File: src/rtl/mips_pkg.sv
// Shared MIPS front-end types: fetch FSM states, instruction queue entry, and
// the instruction field positions also used by the control unit.
package mips_pkg;

    localparam int unsigned XLEN       = 32;
    localparam int unsigned QCNT_W     = 2;
    localparam int unsigned OPCODE_MSB = 31;
    localparam int unsigned OPCODE_LSB = 26;
    localparam int unsigned FUNCT_MSB  = 5;
    localparam int unsigned FUNCT_LSB  = 0;

    typedef enum logic {
        RUN  = 1'b0,
        HALT = 1'b1
    } fetch_state_e;

    typedef struct packed {
        logic [XLEN-1:0] instr;
        logic [XLEN-1:0] pc;
    } fetch_entry_t;

endpackage

File: src/rtl/fetch_queue.sv
// Two-entry in-order instruction queue between instruction memory and decode.
// Head lives in slot 0; flush empties the queue regardless of push/pop.
module fetch_queue
    import mips_pkg::*;
(
    input  logic                clk,
    input  logic                rst,
    input  logic                push,
    input  fetch_entry_t        push_data,
    input  logic                pop,
    input  logic                flush,
    output fetch_entry_t        head,
    output logic [QCNT_W-1:0]   count
);

    localparam logic [QCNT_W-1:0] CNT_ONE  = QCNT_W'(1);
    localparam logic [QCNT_W-1:0] CNT_FULL = QCNT_W'(2);

    fetch_entry_t slot0;
    fetch_entry_t slot1;

    always_ff @(posedge clk or posedge rst) begin
        if (rst) begin
            slot0 <= '0;
            slot1 <= '0;
            count <= '0;
        end else if (flush) begin
            count <= '0;
        end else if (pop && count != '0) begin
            // Simultaneous push lands behind whatever survives the pop.
            if (push && count == CNT_ONE) begin
                slot0 <= push_data;
            end else begin
                slot0 <= slot1;
            end
            if (push && count == CNT_FULL) begin
                slot1 <= push_data;
            end
            if (!push) begin
                count <= count - CNT_ONE;
            end
        end else if (push && count != CNT_FULL) begin
            if (count == '0) begin
                slot0 <= push_data;
            end else begin
                slot1 <= push_data;
            end
            count <= count + CNT_ONE;
        end
    end

    assign head = slot0;

endmodule

File: src/rtl/instr_fetch_unit.sv
// MIPS fetch stage: PC, instruction memory requests, 2-deep queue to decode,
// branch redirect with flush. Define FETCH_MISALIGN_CHECK_EN to trap misaligned targets.
module instr_fetch_unit
    import mips_pkg::*;
#(
    parameter logic [31:0]  RESET_PC = 32'h0000_0000,
    parameter int unsigned  DEPTH    = 2
)
(
    input  logic        clk,
    input  logic        rst,
    output logic        imem_req,
    output logic [31:0] imem_addr,
    input  logic        imem_gnt,
    input  logic        imem_rvalid,
    input  logic [31:0] imem_rdata,
    input  logic        redirect_valid,
    input  logic [31:0] redirect_pc,
    output logic        if_valid,
    input  logic        if_ready,
    output logic [31:0] if_instr,
    output logic [31:0] if_pc,
    output logic [5:0]  if_opcode,
    output logic [5:0]  if_funct,
    output logic        fetch_err
);

    localparam int unsigned OCC_W = 3;

    fetch_state_e       state;
    fetch_state_e       state_nxt;
    logic [31:0]        pc;
    logic [31:0]        req_pc;
    logic               inflight;
    logic [QCNT_W-1:0]  count;
    logic [OCC_W-1:0]   occupancy;
    logic               pop;
    logic               push;
    logic               accept;
    logic               misaligned;
    fetch_entry_t       push_entry;
    fetch_entry_t       head;

    assign pop        = if_valid && if_ready;
    assign accept     = imem_req && imem_gnt;
    assign push       = imem_rvalid && inflight && !redirect_valid;
    assign push_entry = '{instr: imem_rdata, pc: req_pc};

`ifdef FETCH_MISALIGN_CHECK_EN
    assign misaligned = redirect_valid && (redirect_pc[1:0] != 2'b00);

    always_ff @(posedge clk or posedge rst) begin
        if (rst) begin
            fetch_err <= 1'b0;
        end else if (state == RUN && misaligned) begin
            fetch_err <= 1'b1;
        end
    end
`else
    logic redirect_lsb_unused;

    assign misaligned          = 1'b0;
    assign redirect_lsb_unused = ^redirect_pc[1:0];
    assign fetch_err           = 1'b0;
`endif

    always_ff @(posedge clk or posedge rst) begin
        if (rst) begin
            state <= RUN;
        end else begin
            state <= state_nxt;
        end
    end

    // Issue only if the word could still find a slot after this cycle's pop.
    always_comb begin
        state_nxt = state;
        imem_req  = 1'b0;
        occupancy = OCC_W'(count) + OCC_W'(inflight) - OCC_W'(pop);
        case (state)
            RUN: begin
                if (redirect_valid) begin
                    if (misaligned) begin
                        state_nxt = HALT;
                    end
                end else begin
                    imem_req = (occupancy < OCC_W'(DEPTH));
                end
            end
            HALT:    state_nxt = HALT;
            default: state_nxt = RUN;
        endcase
        if (rst) begin
            imem_req = 1'b0;
        end
    end

    always_ff @(posedge clk or posedge rst) begin
        if (rst) begin
            pc       <= RESET_PC;
            req_pc   <= '0;
            inflight <= 1'b0;
        end else if (redirect_valid) begin
            inflight <= 1'b0;
            if (!misaligned) begin
                pc <= {redirect_pc[31:2], 2'b00};
            end
        end else if (accept) begin
            pc       <= pc + 32'd4;
            req_pc   <= pc;
            inflight <= 1'b1;
        end else if (imem_rvalid) begin
            inflight <= 1'b0;
        end
    end

    fetch_queue u_queue (
        .clk       (clk),
        .rst       (rst),
        .push      (push),
        .push_data (push_entry),
        .pop       (pop),
        .flush     (redirect_valid),
        .head      (head),
        .count     (count)
    );

    assign imem_addr = pc;
    assign if_valid  = (count != '0);
    assign if_instr  = head.instr;
    assign if_pc     = head.pc;
    assign if_opcode = head.instr[OPCODE_MSB:OPCODE_LSB];
    assign if_funct  = head.instr[FUNCT_MSB:FUNCT_LSB];

endmodule

File: config.mk
export PLATFORM = sky130hd
export DESIGN_NAME = instr_fetch_unit
export DESIGN_NICKNAME = d
export VERILOG_FILES = /design/src/rtl/mips_pkg.sv /design/src/rtl/fetch_queue.sv /design/src/rtl/instr_fetch_unit.sv
export SDC_FILE = /design/constraint.sdc
export NUM_CORES = 1
export LEC_CHECK = 0
export CORE_MARGIN = 3
export CORE_UTILIZATION = 40
export DETAILED_ROUTE_END_ITERATION = 10
export DONT_BUFFER_PORTS = 1
export GPL_TIMING_DRIVEN = 0
export MAX_ROUTING_LAYER = met4
export PLACE_DENSITY_LB_ADDON = 0.25
export SLEW_MARGIN = 10
export SYNTH_ARGS = -nofsm -noshare
export SYNTH_HDL_FRONTEND = slang
export SYNTH_HIERARCHICAL = 1
export SYNTH_SLANG_ARGS = --single-unit
File: constraint.sdc
create_clock -name clk -period 5.5 [get_ports clk]
set_input_delay 1.1 -clock clk [delete_from_list [all_inputs] [get_ports clk]]
set_output_delay 1.1 -clock clk [all_outputs]
set_load 0.05 [all_outputs]
---- Word-level counts from Yosys, hierarchy flattened ----
Cells that the tools add are included.
operators by class
  divide/modulo/power cells ............... 0
  equality and inequality tests ........... 6
  magnitude comparators ................... 1
  $add $sub $neg .......................... 5
  multipliers ............................. 0
  shifts and indexed selects .............. 0
  bitwise gates (word level) .............. 2
  reductions and logical operators ........ 20
  muxes and demuxes ....................... 21
operators by type and width
  cell                   number
  $mux 64                8
  $mux 32                2
  $add 32x3->32 const B  1
  $logic_and 1x1->1      8
  $mux 2                 4
  $reduce_bool 2->1      4
  $mux 1                 6
  $reduce_bool 3->1      2
  $ne 2x2->1 const B     2
  $reduce_and 2->1       2
  $reduce_and 4->1       1
  $add 2x1->3            1
  $lt 3x2->1 const B     1
  $ne 3x3->1 const B     1
  $reduce_and 3->1       1
  $sub 3x1->3            1
  $add 2x1->2 const B    1
  $eq 2x1->1 const B     1
  $eq 2x2->1 const B     1
  $logic_not 2->1        1
  $ne 2x1->1 const B     1
  $not 1->1              2
  $pmux 1 s2             1
  $sub 2x1->2 const B    1
  $logic_not 1->1        1
word-level totals
  memory bits (writable) .................. 0
  memories ................................ 0
  memory bits (read-only) ................. 0
  input bits .............................. 70
  output and inout port bits .............. 111
  flip-flop bits (word level) ............. 196
  bits in latches ......................... 0

---- Depth between registers and ports, before layout ----
Gate-level depths: netlist (run 1).
  word-level depth ........................ 10
  depth in mapped cells ................... 12

---- By module ----
The synthesis (run 1) kept the hierarchy.
by module, submodules not included
  module            times used  cells an instance  seq. area each (µm²)  area each (µm²)
  fetch_queue       1           437                3,253.1               5,561.6
  instr_fetch_unit  1           368                1,526.5               3,160.5

---- Least setup slack after synthesis (run 1) ----
Ideal clock, no wire load.
  kind .................................... input -> output
  from .................................... input if_ready
  to ...................................... output imem_req
  arrival time ............................ 3.878 ns
  slack ................................... 0.522 ns
  stages .................................. 6
  buffers on the path ..................... 0
  cells stage by stage .................... and2_1 -> ha_1 -> nand2b_1 -> fa_1 -> xor2_1 -> nor4b_1
between the ends
  cells in the longest elaborated chain, start to end .. 6
ends and longest elaborated chain
  what                RTL line                source
  start: declaration  instr_fetch_unit.sv:20  input logic if_ready,
  $logic_and 1x1->1   instr_fetch_unit.sv:44  assign pop = if_valid && if_ready;
  $sub 3x1->3         instr_fetch_unit.sv:79  occupancy = OCC_W'(count) + OCC_W'(inflight) - OCC_W'(pop);
  $lt 3x2->1          instr_fetch_unit.sv:87  imem_req = (occupancy < OCC_W'(DEPTH));
  $mux 1              instr_fetch_unit.sv:82  if (redirect_valid) begin
  $mux 1              instr_fetch_unit.sv:80  case (state)
  $mux 1              instr_fetch_unit.sv:93  if (rst) begin
  end: declaration    instr_fetch_unit.sv:12  output logic imem_req,
Every way passes these cells.

---- Worst setup path after layout (run 1) ----
  from .................................... register u_queue.count[1]
  to ...................................... output imem_req
between the ends
  cells in the longest elaborated chain, start to end .. 7
  elaborated cells on any way between the ends .. 8
  classes of those cells .................. add/sub (2); order compare (1); mux (3); reduce/logical (2)
ends and longest elaborated chain
  what                      RTL line                 source
  start: declaration        fetch_queue.sv:13        output logic [QCNT_W-1:0] count
  start signal: assignment  fetch_queue.sv:40        count <= count - CNT_ONE;
  start signal: assignment  fetch_queue.sv:48        count <= count + CNT_ONE;
  $reduce_bool 2->1         instr_fetch_unit.sv:129  assign if_valid = (count != '0);
  via if_valid              instr_fetch_unit.sv:19   output logic if_valid,
  $logic_and 1x1->1         instr_fetch_unit.sv:44
  via pop                   instr_fetch_unit.sv:37   logic pop;
  $sub 3x1->3               instr_fetch_unit.sv:79
  $lt 3x2->1                instr_fetch_unit.sv:87
  $mux 1                    instr_fetch_unit.sv:82
  $mux 1                    instr_fetch_unit.sv:80
  $mux 1                    instr_fetch_unit.sv:93
The timed path passes the listed nets, and every way through them passes these cells.

==> results.toml, run 1 <==
[critical_path]
setup.worst_path.start_class = "register"
crit_type = "register to output port"
rr_worst_depth = 11
r2r-end = "imem_addr[20]"
r2r_slack_ns = 1.38
arrival_ns = 3.77
cp.required_ns = 4.40
worst_setup_path_end_kind = "output port"
cp_max_fo = 7
r2r-start = "u_queue/count[1]"

[clock_tree]
htree_levels = 4
clock_sinks = 191
ctsRootBufferMaster = "clkbuf_16"
path_clk_slew_ns = 0.06
cts_buffers = 17
post_cts_buffers = 0
cts_tree = "done"
cts_buffer_depth = 2
clk_latency_ns = 0.43
cts_hold_buf = 0
ctsResizeCount = 0

[drt]
routedWlPerCell_um = 19.0
drc = 0
routed_via_density = 5.38
wl_mm = 21.3
firstDrtPassIters = 5
dr.first_iter.drc_count = 296
postRouteAntennaNets = 0
vias = 6016

[timing]
finalCritPeriodShare_pct = 88.5
slew-limit-headroom_pct = 13.9
setup_tns_ns = 0
final-hold-violation-count = 0
grt_setup_unrepaired = "false"
min_period_ns = 4.87
hold_ws_ns = 0.490
slew_violations = 0
tightest_slew_ns = 1.29
setup-violations-final = 0
timing.fmax_ghz = 0.205
finClkSkew_ns = 0.0106

[global_route]
gr-total-overflow = 0
grt_max_degree = 67
first_global_vias = 6010
grt_pass1_wl_mm = 34.3
antenna_found_initial = 0
track_usage_pct = 18.7

[finish]
final_net_count = 907
antenna_cells = 0
area_growth_pct = 10.9
drive_gt1_share_pct = 10.3
final_cell_area_um2 = 9670

[min_path]
hold_start = "u_queue/slot1[43]"
hold_path_end = "u_queue/slot1[43]"
min_path_type = "register to register"
min_path_cells = 1

[floorplanning]
num_rows = 53
initial_utilization_pct = 41.1
dieWidth_um = 154
ios = 181
core_um2 = 21200
die_h_um = 154
die_area_um2 = 23600

[synth]
ys_warn_count = 6
avgSynthCellArea_um2 = 10.8
seq_area_frac_synth_pct = 54.8
async_flop_share_pct = 100
ys_ff_latch = 191
synth_edf_count = 0
yosysUniqueCellTypes = 52
synth_cells = 805
synth_area_um2 = 8720
yosys_most_used_dff = "dfrtp_1"

[job]
max_cap_viol_count = 0

[place]
post_dp_cell_area_um2 = 9130
gp_congestion = 0.871
port_buffers = 0
dp_hpwl_mm = 15.2

[power]
leakage_uw = 0.00497
p_total_uw = 4700
max-vdd-ir-drop_uv = 239
power_per_cell_area_nw_per_um2 = 486

[status]
status = "finished, final reports clean"
-- per-layer routing --
| layer | global-route usage, % | wire length, µm |
|---|---|---|
| met2 | 27.6 | 9530 |
| met1 | 25.2 | 9670 |
| met4 | 4.25 | 212 |
| met5 | - | 0 |
| met3 | 6.33 | 1880 |
-- metrics by stage --
stage	cells	setup slack [ns]	utilization [%]
2_1_floorplan	811	0.522	-
3_3_place_gp	1086	-0.660	42.8
3_5_place_dp	1087	0.960	43.0
4_1_cts	1119	0.606	45.6
5_1_grt	1119	0.533	45.6
6_report	1119	0.633	45.6
-- cell usage after synthesis, types with 7 or more instances --
master	instances	area share (%)
mux2_1	65	8.4
clkbuf_1	10	0.43
nand2_1	121	5.2
buf_6	13	1.7
a21oi_1	68	3.9
o21ai_0	22	1.3
o211ai_1	12	1.0
inv_1	10	0.43
buf_4	16	1.4
nand3_1	19	1.1
nand4_1	9	0.65
mux2i_1	69	7.9
nor2_1	88	3.8
buf_2	15	0.86
dfrtp_1	191	55
o311ai_0	7	0.70
-- worst max path at each step --
stage                                  end  slack (ns)             start
final                             imem_req        0.63  u_queue/count[1]
after global routing              imem_req        0.53  u_queue/count[1]
after CTS                         imem_req        0.61  u_queue/count[1]
after detailed placement          imem_req        0.96          if_ready
after global placement    u_queue/head[35]       -0.66               rst
after floorplan                   imem_req        0.52          if_ready
-- registers in the layout (all words and copies together), names as in the netlist --
| name | cells |
|---|---|
| req_pc | 30 |
| imem_addr | 30 |
| u_queue/head | 64 |
| u_queue/count | 2 |
| u_queue/slot1 | 64 |
| inflight | 1 |
-- power by group --
| group | switching, µW | leakage (µW) | internal (µW) |
|---|---|---|---|
| logic | 419 | 0.00227 | 255 |
| registers | 1170 | 0.00244 | 1710 |
| clock network | 547 | 0.000258 | 608 |
-- final cells by class --
| class | count | area [µm²] |
|---|---|---|
| repair buffers | 1 | 27.5 |
| flip-flops and latches | 191 | 4780 |
| clock buffers | 21 | 460 |
| clock inverters | 11 | 82.6 |
| multi-input cells | 551 | 3530 |
| plain buffers | 58 | 399 |
| inverters | 11 | 48.8 |
| well taps | 275 | 344 |
| fillers | 2017 | 11500 |
-- cell usage in the layout (no fill, tap or decap), types with 13 or more instances in the layout --
cell | synthesis | final
nand2_1 | 121 | 121
buf_4 | 16 | 16
mux2_1 | 65 | 65
mux2i_1 | 69 | 69
clkbuf_16 | 0 | 17
buf_2 | 15 | 15
o21ai_0 | 22 | 22
nor2_1 | 88 | 88
dfrtp_1 | 191 | 191
buf_6 | 13 | 13
a21oi_1 | 68 | 68
nand3_1 | 19 | 19
-- cell families after synthesis --
logic type	synth area share [%]
buffers and inverters	5.05
other	0.0430
multiplexers	16.3
AND/OR/NAND/NOR	13.6
adder cells (fa/ha/maj)	0.947
XOR/XNOR	0.402
AO/OA/AOI/OAI	8.84
flip-flops	54.8
-- critical path: stages (launching register included) --
cell	delay, ns
dfrtp_1	0.46
or2_2	0.45
and2_1	0.27
ha_1	0.28
nand2b_1	0.15
fa_1	0.38
xor2_1	0.27
nor4b_2	1.09
(Power assumes the default switching activity.)
==> run 2, diff against run 1 <==
--- a/config.mk
+++ b/config.mk
@@ -5,6 +5,7 @@
 export SDC_FILE = /design/constraint.sdc
 export NUM_CORES = 1
 export LEC_CHECK = 0
+export CORE_ASPECT_RATIO = 1.5
 export CORE_MARGIN = 3
 export CORE_UTILIZATION = 40
 export DETAILED_ROUTE_END_ITERATION = 10
@@ -12,7 +13,6 @@
 export GPL_TIMING_DRIVEN = 0
 export MAX_ROUTING_LAYER = met4
 export PLACE_DENSITY_LB_ADDON = 0.25
-export SLEW_MARGIN = 10
 export SYNTH_ARGS = -nofsm -noshare
 export SYNTH_HDL_FRONTEND = slang
 export SYNTH_HIERARCHICAL = 1
==> run 2 against run 1 <==
Compared with the run above: critical path depth unchanged; worst setup slack improved by 0.0042 ns; combinational power shrank 0.6%; final area increased by 0.72%; routed wire length increased by 1.6%; total power up 2.7%; largest cell class unchanged; highest routed layer unchanged.
==> results.toml, run 2 (synthesis results as in run 1) <==
[critical_path]
cp.required_ns = 4.40
path_cells = "or2_2 > and2_1 > ha_1 > nand2b_1 > fa_1 > xor2_1 > nor4b_2"
cp_max_fo = 7
worst_setup_path_end_kind = "output port"
setup.worst_path.start_class = "register"
cp_slowest_stage_delay_ns = 1.06
crit_type = "register to output port"
arrival_ns = 3.76
slowest_stage = "nor4b_2"

[drt]
firstDrtPassIters = 5
routedWlPerCell_um = 19.4
vias = 5921
dr.first_iter.drc_count = 294
wl_mm = 21.6
routed_via_density = 5.32
postRouteAntennaNets = 0
drc = 0

[finish]
layout_commonest_cell = "dfrtp_1"
mostFrequentLayoutCells = "191 x dfrtp_1, 121 x nand2_1, 88 x nor2_1"
area_growth_pct = 11.7
drive_gt1_share_pct = 10.7
final_cells = 1113
final_net_count = 908
antenna_cells = 0
final_cell_area_um2 = 9740

[power]
power_per_cell_area_nw_per_um2 = 496
leakage_uw = 0.00501
max-vdd-ir-drop_uv = 219

[place]
place_inst = 1081
gp_congestion = 0.835
pre_cts_slack_ns = 0.984
dp_hpwl_mm = 15.8
port_buffers = 0
post_dp_cell_area_um2 = 9140

[floorplanning]
die_h_um = 187
core_um2 = 21200
die_area_um2 = 23600
dieWidth_um = 127
num_rows = 65
ios = 181
initial_utilization_pct = 41.1

[timing]
finClkSkew_ns = 0.0107
final-hold-violation-count = 0
tightest_slew_ns = 1.25
setup_ws_ns = 0.637
setup-violations-final = 0
grt_setup_unrepaired = "false"
slew-limit-headroom_pct = 16.7
finalCritPeriodShare_pct = 88.4
hold_ws_ns = 0.491
timing.fmax_ghz = 0.206
min_period_ns = 4.86
slew_violations = 0
setup_tns_ns = 0

[job]
max_cap_viol_count = 0

[global_route]
antenna_found_initial = 0
track_usage_pct = 19.1
gr-total-overflow = 0
first_global_vias = 6050
grt_max_degree = 93
grt_pass1_wl_mm = 34.6

[clock_tree]
path_clk_slew_ns = 0.07
cts_tree = "done"
cts_buffers = 17
post_cts_buffers = 0
clk_latency_ns = 0.44
cts_buffer_depth = 2
cts_hold_buf = 0
clock_sinks = 191
htree_levels = 4
ctsResizeCount = 0
ctsRootBufferMaster = "clkbuf_16"

[min_path]
min_path_type = "register to register"

[status]
status = "finished, final reports clean"
## run 2: changes by cell type in the layout (fill, tap and decap cells not counted), sizes merged
cell,before,now
inv,13,15
buf,48,49
bufinv,0,2
clkinvlp,4,3
clkbuf,31,29
clkinv,5,4
## run 2: area by class of cell
type,count,area [µm²]
buffer,58,399
clock buffer,19,453
clock inverter,13,151
fill,2042,11500
inverter,11,46.3
multi-input combinational,551,3530
sequential,191,4780
tap,268,335
timing repair buffer,2,47.5
## run 2: power breakdown
group          switching (µW)  total, µW  leakage (µW)  internal [µW]
logic                     413        670       0.00228            256
registers                1180       2890       0.00244           1710
clock network             571       1280      0.000289            704
total                    2160       4830       0.00501           2670
## run 2: stage by stage
step | util (%) | power [µW]
6_report | 45.9 | 4830
3_5_place_dp | 43.1 | 3600
3_3_place_gp | 42.8 | 3570
4_1_cts | 45.9 | 4890
5_1_grt | 45.9 | 5050
2_1_floorplan | - | 3370
## run 2: metal layers
layer / share of wire, % / global-route usage (%) / vias to the layer above
met3: 5.8 / 4.60 / 31
met5: 0 / - / -
met2: 51 / 31.8 / 171
li1: - / - / 2847
met4: 2.9 / 7.31 / 0
met1: 40 / 22.4 / 2872
## run 2: final timing paths
check,startpoint,to,slack (ns),cells after the start
max,u_queue/count[1],imem_req,0.64,7
min,u_queue/slot1[47],u_queue/slot1[47],0.49,1
max reg2reg,u_queue/count[1],imem_addr[26],1.34,11
min reg2reg,u_queue/slot1[47],u_queue/slot1[47],0.49,1
max in group asynchronous,rst,u_queue/head[35],4.17,2
min in group asynchronous,rst,u_queue/count[0],0.51,1
## run 2: critical path, delay by kind of cell (launching register included)
family                     cells  cell delay (ns)
and+or+nand+nor                4             1.93
adders and majority gates      2             0.65
DFF                            1             0.47
xor gates and xnor gates       1             0.28
